--- src/rtl/mips_defs_pkg.sv ---
// -----------------------------------------------------------------------------
// mips_defs: shared definitions for the multi-cycle MIPS front end.
//   fetch_state_t : fetch sequencer state encoding.
//   npc_sel_t     : next-PC select codes; any non-sequential code raises
//                   redirect_valid at the integration level.
//   RESET_PC_DEF  : default boot PC.
//   align_target  : forces a redirect target onto a word boundary.
// -----------------------------------------------------------------------------
package mips_defs;

   localparam logic [31:0] RESET_PC_DEF = 32'h0000_3000;

   typedef enum logic [1:0] {
      S_BOOT = 2'd0,
      S_REQ  = 2'd1,
      S_WAIT = 2'd2,
      S_HOLD = 2'd3
   } fetch_state_t;

   typedef enum logic [1:0] {
      NPC_SEQ    = 2'b00,
      NPC_BRANCH = 2'b01,
      NPC_JUMP   = 2'b10,
      NPC_JR     = 2'b11
   } npc_sel_t;

   function automatic logic [31:0] align_target(input logic [31:0] pc);
      return {pc[31:2], 2'b00};
   endfunction

   function automatic logic is_redirect(input npc_sel_t sel);
      return sel != NPC_SEQ;
   endfunction

endpackage

--- src/rtl/fetch_cnt_reg.sv ---
// -----------------------------------------------------------------------------
// fetch_cnt_reg: free-running enable counter, wraps at 2^DATA_W.
//   clk   : system clock, rising edge
//   rst_n : asynchronous active-low clear
//   en    : increment this cycle
//   cnt   : current count
// -----------------------------------------------------------------------------
module fetch_cnt_reg #(
   parameter int DATA_W = 32
) (
   input  logic              clk,
   input  logic              rst_n,
   input  logic              en,
   output logic [DATA_W-1:0] cnt
);

   localparam logic [DATA_W-1:0] ONE = {{(DATA_W-1){1'b0}}, 1'b1};

   always_ff @(posedge clk or negedge rst_n) begin
      if (!rst_n) begin
         cnt <= '0;
      end else if (en) begin
         cnt <= cnt + ONE;
      end
   end

endmodule

--- src/rtl/fetch_seq.sv ---
// -----------------------------------------------------------------------------
// fetch_seq: PC register and instruction-fetch sequencer.
// Issues one fetch at a time to a variable-latency instruction memory, holds
// the returned word until decode accepts it, then advances to PC+4 or to the
// redirect target. Responses belonging to a fetch that was overtaken by a
// redirect are discarded.
//   clk, rst_n        : clock (rising edge), asynchronous active-low reset
//   imem_req/addr     : one-cycle request strobe and its address (0 when idle)
//   imem_rvalid/rdata : memory response
//   stall             : decode cannot accept this cycle
//   redirect_valid/pc : non-sequential next PC from the next-PC logic
//   if_valid/pc/instr : instruction presented to decode
//   misalign          : one-cycle pulse after a taken redirect with pc[1:0]!=0
//   fetch_cnt         : number of instructions accepted by decode
// -----------------------------------------------------------------------------
module fetch_seq
   import mips_defs::*;
#(
   parameter logic [31:0] RESET_PC = RESET_PC_DEF
) (
   input  logic        clk,
   input  logic        rst_n,
   output logic        imem_req,
   output logic [31:0] imem_addr,
   input  logic        imem_rvalid,
   input  logic [31:0] imem_rdata,
   input  logic        stall,
   input  logic        redirect_valid,
   input  logic [31:0] redirect_pc,
   output logic        if_valid,
   output logic [31:0] if_pc,
   output logic [31:0] if_instr,
   output logic        misalign,
   output logic [31:0] fetch_cnt
);

   fetch_state_t state_q;
   logic [31:0]  pc_q;
   logic [31:0]  buf_q;
   logic         drop_q;
   logic         misalign_q;

   logic         accept;
   logic         taken;
   logic [31:0]  target;

   assign accept = (state_q == S_HOLD) & ~stall;
   // Redirects are ignored only while booting; everywhere else they update pc_q.
   assign taken  = redirect_valid & (state_q != S_BOOT);
   assign target = align_target(redirect_pc);

   always_ff @(posedge clk or negedge rst_n) begin
      if (!rst_n) begin
         state_q    <= S_BOOT;
         pc_q       <= RESET_PC;
         buf_q      <= '0;
         drop_q     <= 1'b0;
         misalign_q <= 1'b0;
      end else begin
         misalign_q <= taken & (redirect_pc[1:0] != 2'b00);
         case (state_q)
            S_BOOT: state_q <= S_REQ;

            S_REQ: begin
               // The request to the old pc_q is already on the bus; mark its
               // response as stale so it is thrown away in S_WAIT.
               state_q <= S_WAIT;
               if (redirect_valid) begin
                  drop_q <= 1'b1;
                  pc_q   <= target;
               end
            end

            S_WAIT: begin
               if (imem_rvalid) begin
                  if (redirect_valid) begin
                     drop_q  <= 1'b0;
                     pc_q    <= target;
                     state_q <= S_REQ;
                  end else if (drop_q) begin
                     drop_q  <= 1'b0;
                     state_q <= S_REQ;
                  end else begin
                     buf_q   <= imem_rdata;
                     state_q <= S_HOLD;
                  end
               end else if (redirect_valid) begin
                  drop_q <= 1'b1;
                  pc_q   <= target;
               end
            end

            S_HOLD: begin
               if (!stall) begin
                  pc_q    <= redirect_valid ? target : pc_q + 32'd4;
                  state_q <= S_REQ;
               end else if (redirect_valid) begin
                  // Flush: the held instruction never reaches decode.
                  pc_q    <= target;
                  state_q <= S_REQ;
               end
            end

            default: state_q <= S_BOOT;
         endcase
      end
   end

   fetch_cnt_reg #(.DATA_W(32)) u_fetch_cnt (
      .clk   (clk),
      .rst_n (rst_n),
      .en    (accept),
      .cnt   (fetch_cnt)
   );

   assign imem_req  = (state_q == S_REQ);
   assign imem_addr = imem_req ? pc_q : 32'd0;
   assign if_valid  = (state_q == S_HOLD);
   assign if_pc     = pc_q;
   assign if_instr  = buf_q;
   assign misalign  = misalign_q;

endmodule

--- config.mk ---
export PLATFORM = sky130hd
export DESIGN_NAME = fetch_seq
export DESIGN_NICKNAME = d
export VERILOG_FILES = /design/src/rtl/mips_defs_pkg.sv /design/src/rtl/fetch_cnt_reg.sv /design/src/rtl/fetch_seq.sv
export SDC_FILE = /design/constraint.sdc
export NUM_CORES = 1
export LEC_CHECK = 0
export BUFFER_PORTS_ARGS = -buffer_cell sky130_fd_sc_hd__buf_2
export CAP_MARGIN = 20
export CELL_PAD_IN_SITES_DETAIL_PLACEMENT = 0
export CELL_PAD_IN_SITES_GLOBAL_PLACEMENT = 2
export CORE_MARGIN = 4
export CORE_UTILIZATION = 26
export DETAILED_ROUTE_END_ITERATION = 8
export GPL_TIMING_DRIVEN = 1
export PLACE_DENSITY = 0.85
export SETUP_SLACK_MARGIN = 0.2
export SYNTH_ARGS = -nofsm -noshare
export SYNTH_HDL_FRONTEND = slang
export SYNTH_SLANG_ARGS = --single-unit
export TNS_END_PERCENT = 100
--- constraint.sdc ---
create_clock -name clk -period 1.9 [get_ports clk]
set_input_delay 0.19 -clock clk [delete_from_list [all_inputs] [get_ports clk]]
set_output_delay 0.19 -clock clk [all_outputs]
set_load 0.03 [all_outputs]
==> out/results.env, run 1 <==
HOLD-PATH-CELL-COUNT=3
CRITPATHMAXFANOUT=8
WL_PER_CELL_UM=17.2
R2R-END='if_instr[7]'
GLOBAL_ROUTE.USAGE.MET2=0.237
YS_TOP_CELLS_BY_AREA='sky130_fd_sc_hd__dfrtp_1 (48%), sky130_fd_sc_hd__mux2_2 (6.9%), sky130_fd_sc_hd__and2_1 (4.8%)'
WORSTHOLDENDPOINT='if_pc[17]'
NUMBER_OF_ANTENNA_VIOLATIONS_AT_THE_FIRST_CHECK_IN_GLOBAL_ROUTING=0
SYNTH_TOP_CELLS_BY_COUNT='sky130_fd_sc_hd__dfrtp_1 (98), sky130_fd_sc_hd__nand3_1 (40), sky130_fd_sc_hd__and2_1 (39)'
STATUS='complete, no violations'
NETLIST.TOP_CELL.BY_AREA='sky130_fd_sc_hd__dfrtp_1'
IOS=200
SYNTH_ENABLE_FLOP_CELLS=0
WL_UM=17200
FIN_WORST_SKEW_PS=9.07
CRIT_PATH_TOP_DELAY_CELL='sky130_fd_sc_hd__dfrtp_1'
SYNTH_WARNINGS=0
STARTPOINT_TYPE='flip-flop'
INITIAL_UTILIZATION=0.268
MAX_FREQ_GHz=0.541
POSTSYNTHAREAPERCELL_UM2=10.7
CRITPATHTOPFAMILY='buffers and inverters'
RELSLEWSLACK=0.704
CTS_TREE='built'
GRT_FIRST_PASS_WIRELENGTH_UM=26800
GLOBALROUTETOTALUTIL=0.154
PATH_CLK_SLEW_PS=80
CRIT_CHAIN='buf_6 -> inv_6 -> ha_4 -> nor3b_4 -> and2_4 -> buf_6 -> buf_12 -> buf_16 -> mux2_4'
CLOCK_LATENCY_PS=350
VIA_PER_INST=4.81
SYNTHCELLS=475
POST-ROUTE-PERIOD-UTIL=0.972
NUM-NETS-FINAL=813
CTS_BUFFERS=9
TIMING_WORST_SETUP_PATH_TYPE='flip-flop to flip-flop'
ROUTED-VIA-COUNT=4816
IO_BUFFER_COUNT=199
CP-END-KIND='flip-flop'
GLOBAL_ROUTE_OVERFLOW=0
REGTOREGSTARTPOINT='state_q[0]'
SEQ_CELLS_POST_SYNTH=100
CTS.ROOT.BUFFER_CELL='sky130_fd_sc_hd__clkbuf_16'
N_FILL_CELL=1851
YS.FLOP_TYPE='sky130_fd_sc_hd__dfrtp_1'
POST-SYNTH-TOP-COUNT-CELL='sky130_fd_sc_hd__dfrtp_1'
PLACEMENTROWS=50
SYNTH_AREA_UM2=5080
SETUP_VIOLATIONS=0
FP.DIEAREA_UM2=21800
HOLDWS_PS=63.9
POWER_DENSITY_OVER_THE_CELLS_nW_PER_UM2=1570
SYNTH-SEQ-AREA-SHARE=0.493
ARRIVAL_PS=2080
CRITPATHREQUIREDTIME_PS=2130
SYNTHDOMINANTCELLAREASHARE=0.483
CRITPATHMAXSTAGEDELAY_PS=400
R2R_SLACK_PS=50
PEAKVDDDROP_uV=839
FINAL_MAX_SLEW_VIOL_COUNT=0
CLOCKBUFFERDEPTH=2
GLOBALROUTEMET1UTIL=0.217
PATH_COMMON_CELL='sky130_fd_sc_hd__buf_6'
POSTPLACECELLAREA_UM2=6710
HOLD_PATH_CLASS='input port to flip-flop'
TIMING.REG2REG.WORST_PATH_DEPTH=9
SHARE_OF_FINAL_LAYOUT_STANDARD_CELLS_STRONGER_THAN_DRIVE_STRENGTH_1=0.568
PERIOD_MINUS_SLACK_PS=1850
PLACE.DETAILED.HPWL_UM=11900
CRITICAL_PATH_BUF_INV_COUNT=5
GRT_MOST_USED_LAYER='met2'
SETUP.WORST_PATH.START='state_q[0]'
INITIALDRTVIOLATIONCOUNT=230
FIN_AREA_UM2=8020
DRT_PRE_ANTENNA_ITERS=4
DIE_X_UM=148
SYNTH_ASYNC_SR_FLOP_SHARE=1.00
H-TREE-DEPTH=3
POWER.STATIC_LEAKAGE_nW=3.98
DRC=0
CTS_SINKS=100
SYNTH_NETS=552
GRT_PASS1_VIAS=4755
ANTENNA_LEFT=0
WORSTMARGINPINSLEW_PS=442
CORE_AREA_UM2=19000
SYNTH.LIB_CELLS_USED.DISTINCT=55
TIMING.HOLD.WORST.START='redirect_pc[17]'
MAX_CAP_VIOLATIONS=0
FINAL_NUMBER_OF_HOLD_VIOLATING_ENDPOINTS=0
FINAL_CORE_UTIL=0.423
ANTENNA_CELLS_INSERTED=0
GP_CONGESTION=0.781
FLOW.AREA_GROWTH_FROM_SYNTHESIS_PCT=57.9
GRT_MAX_DEGREE=47
UNREPAIRED_SETUP_ENDPOINTS_AFTER_GLOBAL_ROUTING='yes'
DIE_HEIGHT_UM=148
GRT.MET3_USAGE=0.0374
TOTAL_POWER_mW=12.6
FINAL.SETUP.TNS_PS=0
repair_timing:
item | CTS | global route
hold endpoints to repair | 22 | 0
buffers inserted | 23 | 8
cloned | 5 | 1
hold buffers | 1 | 0
endpoints found under the setup margin | 105 | 114
gates resized for setup | 93 | 85
pin swaps | 14 | 28
metal layers:
layer	share of wire	vias to the layer above	wire (um)
li1	-	2274	-
met1	0.47	2349	8020
met2	0.45	172	7670
met3	0.063	21	1090
met4	0.024	0	408
met5	0	-	0
report_power, final:
part	leakage, nW	internal [mW]	switching [mW]	total (mW)
Combinational	2.56	2.88	4.28	7.17
Clock	0.153	1.06	0.915	1.98
Sequential	1.27	2.85	0.627	3.47
worst reg2reg max path: cells and delay by family, from the launching register on:
family	cells	cell delay [ps]
buffers and inverters	5	540
flip-flops	1	400
AND/OR/NAND/NOR	2	370
multiplexers	1	310
adder cells (fa/ha/maj)	1	130
worst max path at each step:
stage	to	slack [ps]	depth (start not counted)
floorplan	if_pc[27]	70	6
global placement	if_pc[27]	-0.5	6
detailed placement	if_pc[27]	-40	6
CTS	if_instr[7]	70	9
global route	if_instr[29]	-20	9
finish	if_instr[7]	50	9
registers in the layout, summed over array words and instances, names as in the netlist:
register and count:
u_fetch_cnt.cnt 32, drop_q 1, misalign 1, if_instr 32, state_q 2, if_pc 32
layout make-up:
cell class	instances	area [um2]	area share
Sequential cell	100	2530	0.315
Clock buffer	9	225	0.0281
Multi-Input combinational cell	342	2870	0.358
Timing Repair Buffer	273	1930	0.241
Tap cell	260	325	0.0406
Clock inverter	7	93.8	0.0117
Inverter	10	46.3	0.00577
metrics by stage:
step | std cells | setup slack, ps
floorplan | 475 | 70.2
global placement | 947 | -0.510
detailed placement | 947 | -41.2
CTS | 992 | 74.8
global route | 1001 | -21.5
finish | 1001 | 53.0
cell families after synthesis:
logic type / after synthesis / synth area share
adders and majority gates: 8 / 0.0197
buffers and inverters: 34 / 0.0293
xor gates and xnor gates: 31 / 0.0534
DFF: 100 / 0.493
AOI/OAI and AO/OA: 81 / 0.109
and+or+nand+nor: 185 / 0.216
muxes: 36 / 0.0788
cell usage in the layout, fill, tap and decap left out, types with 10 or more instances in the layout:
| cell type | synthesis | routed |
|---|---|---|
| sky130_fd_sc_hd__dfrtp_2 | 0 | 19 |
| sky130_fd_sc_hd__xnor2_1 | 23 | 18 |
| sky130_fd_sc_hd__and2_1 | 39 | 18 |
| sky130_fd_sc_hd__a22oi_1 | 19 | 19 |
| sky130_fd_sc_hd__and2_4 | 0 | 22 |
| sky130_fd_sc_hd__buf_4 | 0 | 64 |
| sky130_fd_sc_hd__nand2_1 | 27 | 24 |
| sky130_fd_sc_hd__mux2_4 | 0 | 16 |
| sky130_fd_sc_hd__clkbuf_16 | 0 | 10 |
| sky130_fd_sc_hd__o21ai_0 | 18 | 12 |
| sky130_fd_sc_hd__nand4_1 | 14 | 14 |
| sky130_fd_sc_hd__buf_2 | 5 | 164 |
| sky130_fd_sc_hd__nand3_1 | 40 | 31 |
| sky130_fd_sc_hd__buf_6 | 2 | 34 |
| sky130_fd_sc_hd__mux2_2 | 31 | 16 |
| sky130_fd_sc_hd__dfrtp_1 | 98 | 79 |
Power figures use the tool's default switching activity.
==> run 2: changes to the inputs <==
GPL_TIMING_DRIVEN = 0   (was 1)
==> run 2 against run 1 <==
Compared with the run above: sequential share of layout area up 1.0 points; register-to-register slack better by 30 ps; core utilization is 1.2 points lower; critical path type is now flip-flop to primary output; largest cell class unchanged; largest power group unchanged.
==> out/results.env, run 2 (synthesis gave the netlist of run 1 again) <==
STATUS='complete, no violations'
MAX_CAP_VIOLATIONS=0  # unchanged
FIN_WORST_SKEW_PS=11.2  # +2.12 ps
TOP_LIBRARY_CELLS_BY_USAGE_IN_THE_LAYOUT_FILL_AND_TAPS_ASIDE='sky130_fd_sc_hd__buf_2 (165), sky130_fd_sc_hd__dfrtp_1 (76), sky130_fd_sc_hd__buf_4 (54)'
FINAL.SETUP.WORST_SLACK_PS=66.4  # +13.4 ps
CTS_TREE='built'
NUM-NETS-FINAL=811  # -0.25%
PLACEMENTROWS=50  # unchanged
POWER_DENSITY_OVER_THE_CELLS_nW_PER_UM2=1570  # about the same
INITIALDRTVIOLATIONCOUNT=223  # -3.0%
PEAKVDDDROP_uV=933  # +11%
DRC=0  # unchanged
CP-END-KIND='primary output'
FINAL_NUMBER_OF_HOLD_VIOLATING_ENDPOINTS=0  # unchanged
POSTPLACECELLAREA_UM2=6550  # -2.4%
WORST_CASE_SETUP_SLACK_AFTER_PLACEMENT_PS=-369  # -327 ps
TIMING_WORST_SETUP_PATH_TYPE='flip-flop to primary output'
CTS_SINKS=100  # unchanged
NUMBER_OF_ANTENNA_VIOLATIONS_AT_THE_FIRST_CHECK_IN_GLOBAL_ROUTING=1  # +1
PATH_CLK_SLEW_PS=70  # about the same
GLOBALROUTETOTALUTIL=0.155  # +0.00126
POST-ROUTE-PERIOD-UTIL=0.965  # -0.00703
FP.DIEAREA_UM2=21800  # unchanged
WL_UM=17300  # +0.79%
GRT_MAX_DEGREE=58  # +23%
FIN_AREA_UM2=7780  # -2.9%
RELSLEWSLACK=0.461  # -0.243
CORE_AREA_UM2=19000  # unchanged
STARTPOINT_TYPE='flip-flop'
PERIOD_MINUS_SLACK_PS=1830  # -13.4 ps
H-TREE-DEPTH=3  # unchanged
ARRIVAL_PS=1640  # -440 ps
POWER.STATIC_LEAKAGE_nW=3.78  # -5.0%
GP_CONGESTION=0.743  # -5.0%
SHARE_COMB_OF_TOTAL_POWER=0.542  # -0.026
MAX_FREQ_GHz=0.545  # +0.73%
UNREPAIRED_SETUP_ENDPOINTS_AFTER_GLOBAL_ROUTING='yes'
ROUTED-VIA-COUNT=4798  # -0.37%
PLACE.DETAILED.HPWL_UM=12200  # +2.2%
ANTENNA_LEFT=0  # unchanged
GRT_FIRST_PASS_WIRELENGTH_UM=26800  # about the same
FLOW.AREA_GROWTH_FROM_SYNTHESIS_PCT=53.3
INITIAL_UTILIZATION=0.268  # unchanged
GLOBAL_ROUTE_OVERFLOW=0  # unchanged
CRITPATHMAXFANOUT=6  # -2
DRT_PRE_ANTENNA_ITERS=4  # unchanged
WORSTMARGINPINSLEW_PS=808  # +366 ps
CTS.ROOT.BUFFER_CELL='sky130_fd_sc_hd__clkbuf_16'
DIE_HEIGHT_UM=148  # unchanged
SEQUENTIALPOWERSHARE=0.292  # +0.017
SETUP_VIOLATIONS=0  # unchanged
IOS=200  # unchanged
WL_PER_CELL_UM=17.3  # +0.79%
POWER.NET_SWITCHING_mW=5.66  # -2.9%
CRITPATHREQUIREDTIME_PS=1710  # -420 ps
FINAL_MAX_SLEW_VIOL_COUNT=0  # unchanged
DIE_X_UM=148  # unchanged
POWER_REPORT.INTERNAL_TOTAL_mW=6.58  # -3.1%
POWER_SWITCHING_SHARE=0.462  # +0.000542
CLOCKBUFFERDEPTH=2  # unchanged
IO_BUFFER_COUNT=198  # -0.50%
HOLD_PATH_CLASS='input port to flip-flop'
CTS_BUFFERS=9  # unchanged
SHARE_OF_FINAL_LAYOUT_STANDARD_CELLS_STRONGER_THAN_DRIVE_STRENGTH_1=0.524  # -0.0445
MOST_COMMON_CELL_AFTER_LAYOUT_FILL_AND_TAPS_ASIDE='sky130_fd_sc_hd__buf_2'
FINAL_CORE_UTIL=0.411  # -0.0123
GRT_PASS1_VIAS=4705  # -1.1%
CLOCK_LATENCY_PS=350  # about the same
CLOCK_SHARE_OF_POWER=0.166  # +0.009
VIA_PER_INST=4.79  # -0.37%
-- run 2: changes by cell type in the layout (fill, tap and decap cells not counted), moves of 5 or more --
cell,previous run,this run
sky130_fd_sc_hd__buf_4,64,54
sky130_fd_sc_hd__and2_4,22,2
sky130_fd_sc_hd__buf_6,34,29
sky130_fd_sc_hd__mux2_2,16,31
sky130_fd_sc_hd__mux2_4,16,0
sky130_fd_sc_hd__clkbuf_1,0,6
sky130_fd_sc_hd__and2_1,18,37
sky130_fd_sc_hd__clkbuf_16,10,15
-- run 2: power by group through the flow --
stage                     Combinational [mW]  Clock (mW)  Sequential (mW)
after floorplan                         2.42           0             4.85
after global placement                  5.48           0             3.69
after detailed placement                5.52           0             3.71
after CTS                               6.50        2.10             3.59
after global routing                    7.10        2.18             3.71
final                                   6.63        2.03             3.57
-- run 2: layout make-up --
class,count,area (um2)
inverter,10,38.8
clock inverter,6,93.8
buffer,24,273
fill,1866,11200
timing repair buffer,247,1620
multi-input combinational,342,2670
tap,260,325
clock buffer,10,229
sequential,100,2530
antenna,2,5.00
-- run 2: path summary, 6_finish.rpt --
kind / endpoint / start / cells past startpoint / slack [ps]
setup / recovery: imem_addr[9] / state_q[0] / 5 / 70
hold / removal: if_instr[7] / imem_rdata[7] / 2 / 60
setup reg to reg: if_pc[31] / state_q[0] / 7 / 80
hold reg to reg: if_instr[7] / if_instr[7] / 1 / 490
max in group asynchronous: if_instr[20] / rst_n / 3 / 740
min in group asynchronous: u_fetch_cnt.cnt[25] / rst_n / 2 / 450
-- run 2: what timing repair did --
item / 4_1_cts / 5_1_grt
resized for setup: 102 / 50
setup buffers: 33 / 9
hold buffers: 1 / 0
hold endpoints to repair: 54 / 0
cloned: 3 / 3
pin swaps: 13 / 15
setup endpoints to repair: 112 / 116
-- run 2: metrics by stage --
step	power [mW]	std cells	hold slack, ps	TNS, ps
floorplan	7.27	475	-106	0
global placement	9.17	933	409	-72470
detailed placement	9.23	934	336	-11840
CTS	12.2	987	38.8	0
global route	13.0	1000	43.9	-10.8
finish	12.2	1001	55.2	0
-- run 2: routing by layer --
metal  GRT usage  up-vias  part of all wire
li1            -     2260                 -
met1       0.215     2318              0.46
met2       0.244      199              0.46
met3      0.0328       21             0.070
met4      0.0466        0             0.013
met5           0        -                 0
-- run 2: critical path, cell delays in order, from the launching register on --
cell and delay, ps:
sky130_fd_sc_hd__dfrtp_2 450, sky130_fd_sc_hd__buf_4 160, sky130_fd_sc_hd__ha_4 200, sky130_fd_sc_hd__clkbuf_16 180, sky130_fd_sc_hd__and2_2 180, sky130_fd_sc_hd__buf_6 130
==> run 3: changes to the inputs <==
CORE_UTILIZATION = 29   (was 26)
PLACE_DENSITY = 0.89   (was 0.85)
clock period = 2 ns   (was 1.9 ns; I/O delays follow)
==> run 3 against run 2 <==
Compared with the run above: power up 0.80%; via count grew 1.3%; clock-buffer cell count is the same; largest power group unchanged.
==> out/results.env, run 3 (synthesis gave the netlist of run 1 again) <==
DRC=0  # unchanged
TOP_LIBRARY_CELLS_BY_USAGE_IN_THE_LAYOUT_FILL_AND_TAPS_ASIDE='sky130_fd_sc_hd__buf_2 (166), sky130_fd_sc_hd__dfrtp_1 (83), sky130_fd_sc_hd__buf_4 (47)'
VIA_PER_INST=5.03  # +4.9%
CRITPATHMAXFANOUT=5  # -1
HOLD_PATH_CLASS='input port to flip-flop'
MAX_FREQ_GHz=0.532
PEAKVDDDROP_uV=893  # -4.2%
ARRIVAL_PS=2170  # +530 ps
TOTAL_POWER_mW=12.3  # +0.80%
STATUS='complete, no violations'
MULTI_INPUT_AREA_UM2=2680  # +0.37%
CTS_SINKS=100  # unchanged
TIMING_WORST_SETUP_PATH_TYPE='flip-flop to flip-flop'
POWER_SWITCHING_SHARE=0.440  # -0.0222
STARTPOINT_TYPE='flip-flop'
DIE_HEIGHT_UM=140  # -5.0%
NUMBER_OF_ANTENNA_VIOLATIONS_AT_THE_FIRST_CHECK_IN_GLOBAL_ROUTING=0  # -1
POWER.NET_SWITCHING_mW=5.43  # -4.0%
WL_PER_CELL_UM=17.5  # +1.4%
PATH_CLK_SLEW_PS=70  # about the same
CORE_AREA_UM2=17200  # -9.1%
MAX_CAP_VIOLATIONS=0  # unchanged
SHARE_COMB_OF_TOTAL_POWER=0.540  # -0.002
WL_UM=16900  # -2.1%
GP_CONGESTION=0.815  # +9.7%
IOS=200  # unchanged
GRT_MAX_DEGREE=57  # -1.7%
CLOCK_LATENCY_PS=350  # about the same
CRITPATHREQUIREDTIME_PS=2290  # +580 ps
PERIOD_MINUS_SLACK_PS=1880
MOST_COMMON_CELL_AFTER_LAYOUT_FILL_AND_TAPS_ASIDE='sky130_fd_sc_hd__buf_2'
PLACE.DETAILED.HPWL_UM=11800  # -3.2%
GRT_PASS1_VIAS=4938  # +5.0%
CLOCK_SHARE_OF_POWER=0.182  # +0.016
ANTENNA_CELLS_INSERTED=0  # -2
WORSTMARGINPINSLEW_PS=673  # -136 ps
FINAL_MAX_SLEW_VIOL_COUNT=0  # unchanged
SEQUENTIALPOWERSHARE=0.278  # -0.014
INITIAL_UTILIZATION=0.295  # +0.0267
ROUTED-VIA-COUNT=4858  # +1.3%
CTS.ROOT.BUFFER_CELL='sky130_fd_sc_hd__clkbuf_16'
GLOBALROUTETOTALUTIL=0.168  # +0.0126
FP.DIEAREA_UM2=19700  # -9.8%
RELSLEWSLACK=0.552  # +0.0905
INITIALDRTVIOLATIONCOUNT=272  # +22%
PLACEMENTROWS=48  # -4.0%
GLOBAL_ROUTE_OVERFLOW=0  # unchanged
NUM-NETS-FINAL=814  # +0.37%
GRT_FIRST_PASS_WIRELENGTH_UM=26500  # -0.93%
CLOCKBUFFERDEPTH=2  # unchanged
CTS_BUFFERS=9  # unchanged
IO_BUFFER_COUNT=198  # unchanged
FINAL_CORE_UTIL=0.454  # +0.0430
POWER_DENSITY_OVER_THE_CELLS_nW_PER_UM2=1580  # +0.35%
H-TREE-DEPTH=3  # unchanged
CTS_TREE='built'
ANTENNA_LEFT=0  # unchanged
POWER_REPORT.INTERNAL_TOTAL_mW=6.91  # +5.0%
LAYOUT.AREA.SEQ_UM2=2520  # -0.35%
DRT_PRE_ANTENNA_ITERS=6  # +2
DIE_X_UM=140  # -5.0%
SETUP_VIOLATIONS=0  # unchanged
POWER.STATIC_LEAKAGE_nW=3.84  # +1.4%
FLOW.AREA_GROWTH_FROM_SYNTHESIS_PCT=53.9
FIN_WORST_SKEW_PS=10.6  # -0.637 ps
FINAL_NUMBER_OF_HOLD_VIOLATING_ENDPOINTS=0  # unchanged
N_FILL_CELL=1636  # -12%
SHARE_OF_FINAL_LAYOUT_STANDARD_CELLS_STRONGER_THAN_DRIVE_STRENGTH_1=0.526  # +0.00264
POST-ROUTE-PERIOD-UTIL=0.939
UNREPAIRED_SETUP_ENDPOINTS_AFTER_GLOBAL_ROUTING='yes'
CP-END-KIND='flip-flop'
==> run 3: cell count changes in the layout (fill, tap and decap cells not counted), sizes merged <==
cell,delta
inv,-2
clkinv,-1
buf,+5
clkinvlp,-1
bufinv,+3
clkbuf,-2
diode,-2
==> run 3: metal layers <==
metal / vias to the layer above / global-route usage / share of wire
met2: 182 / 0.280 / 0.50
met1: 2398 / 0.217 / 0.42
met3: 19 / 0.0348 / 0.069
met5: - / 0 / 0
li1: 2259 / - / -
met4: 0 / 0.0546 / 0.016
==> run 3: power by group through the flow <==
stage	clock, mW	combinational (mW)	sequential, mW
after floorplan	0	2.30	4.59
after global placement	0	5.14	3.46
after detailed placement	0	5.17	3.52
after CTS	2.31	5.97	3.42
after global routing	2.40	7.10	3.55
final	2.25	6.66	3.43
==> run 3: worst paths after layout <==
kind | from | to | slack (ps) | cells after the start
worst max-delay path | state_q[1] | if_pc[27] | 120 | 7
worst min-delay path | imem_rvalid | drop_q | 70 | 2
worst max register to register | state_q[1] | if_pc[27] | 120 | 7
worst min register to register | u_fetch_cnt.cnt[31] | u_fetch_cnt.cnt[31] | 480 | 1
max in group asynchronous | rst_n | u_fetch_cnt.cnt[5] | 880 | 3
min in group asynchronous | rst_n | if_pc[16] | 410 | 2
==> run 3: layout make-up <==
| class | instances | share of cell area |
|---|---|---|
| clock buffers | 10 | 0.0293 |
| repair buffers | 250 | 0.212 |
| well taps | 225 | 0.0360 |
| plain buffers | 24 | 0.0328 |
| flip-flops and latches | 100 | 0.323 |
| multi-input cells | 342 | 0.343 |
| inverters | 10 | 0.00512 |
| clock inverters | 5 | 0.0192 |
==> run 3: stage by stage <==
step                worst slack, ps  instance area, um2  TNS [ps]  hold slack [ps]  cells
floorplan                       169                5170         0            -95.6    475
global placement               -557                6440    -40980              419    898
detailed placement             -230                6470     -5580              271    899
CTS                             129                7310         0             55.7    938
global route                   80.1                7820         0             66.7    966
finish                          121                7820         0             69.6    966
==> run 3: timing repair <==
item,in CTS,in global routing
setup endpoints to repair,110,102
hold buffers,1,0
cloned,2,4
setup buffers,21,24
pin swaps,9,10
endpoints found under the hold margin,42,0
gates resized for setup,87,88
==> run 3: critical path, stage by stage, from the launching register on <==
cell and delay [ps]:
sky130_fd_sc_hd__dfrtp_2 440, sky130_fd_sc_hd__ha_4 190, sky130_fd_sc_hd__and3b_2 210, sky130_fd_sc_hd__and4_1 210, sky130_fd_sc_hd__buf_6 150, sky130_fd_sc_hd__nand3_4 100, sky130_fd_sc_hd__or4_1 410, sky130_fd_sc_hd__nand3_1 90
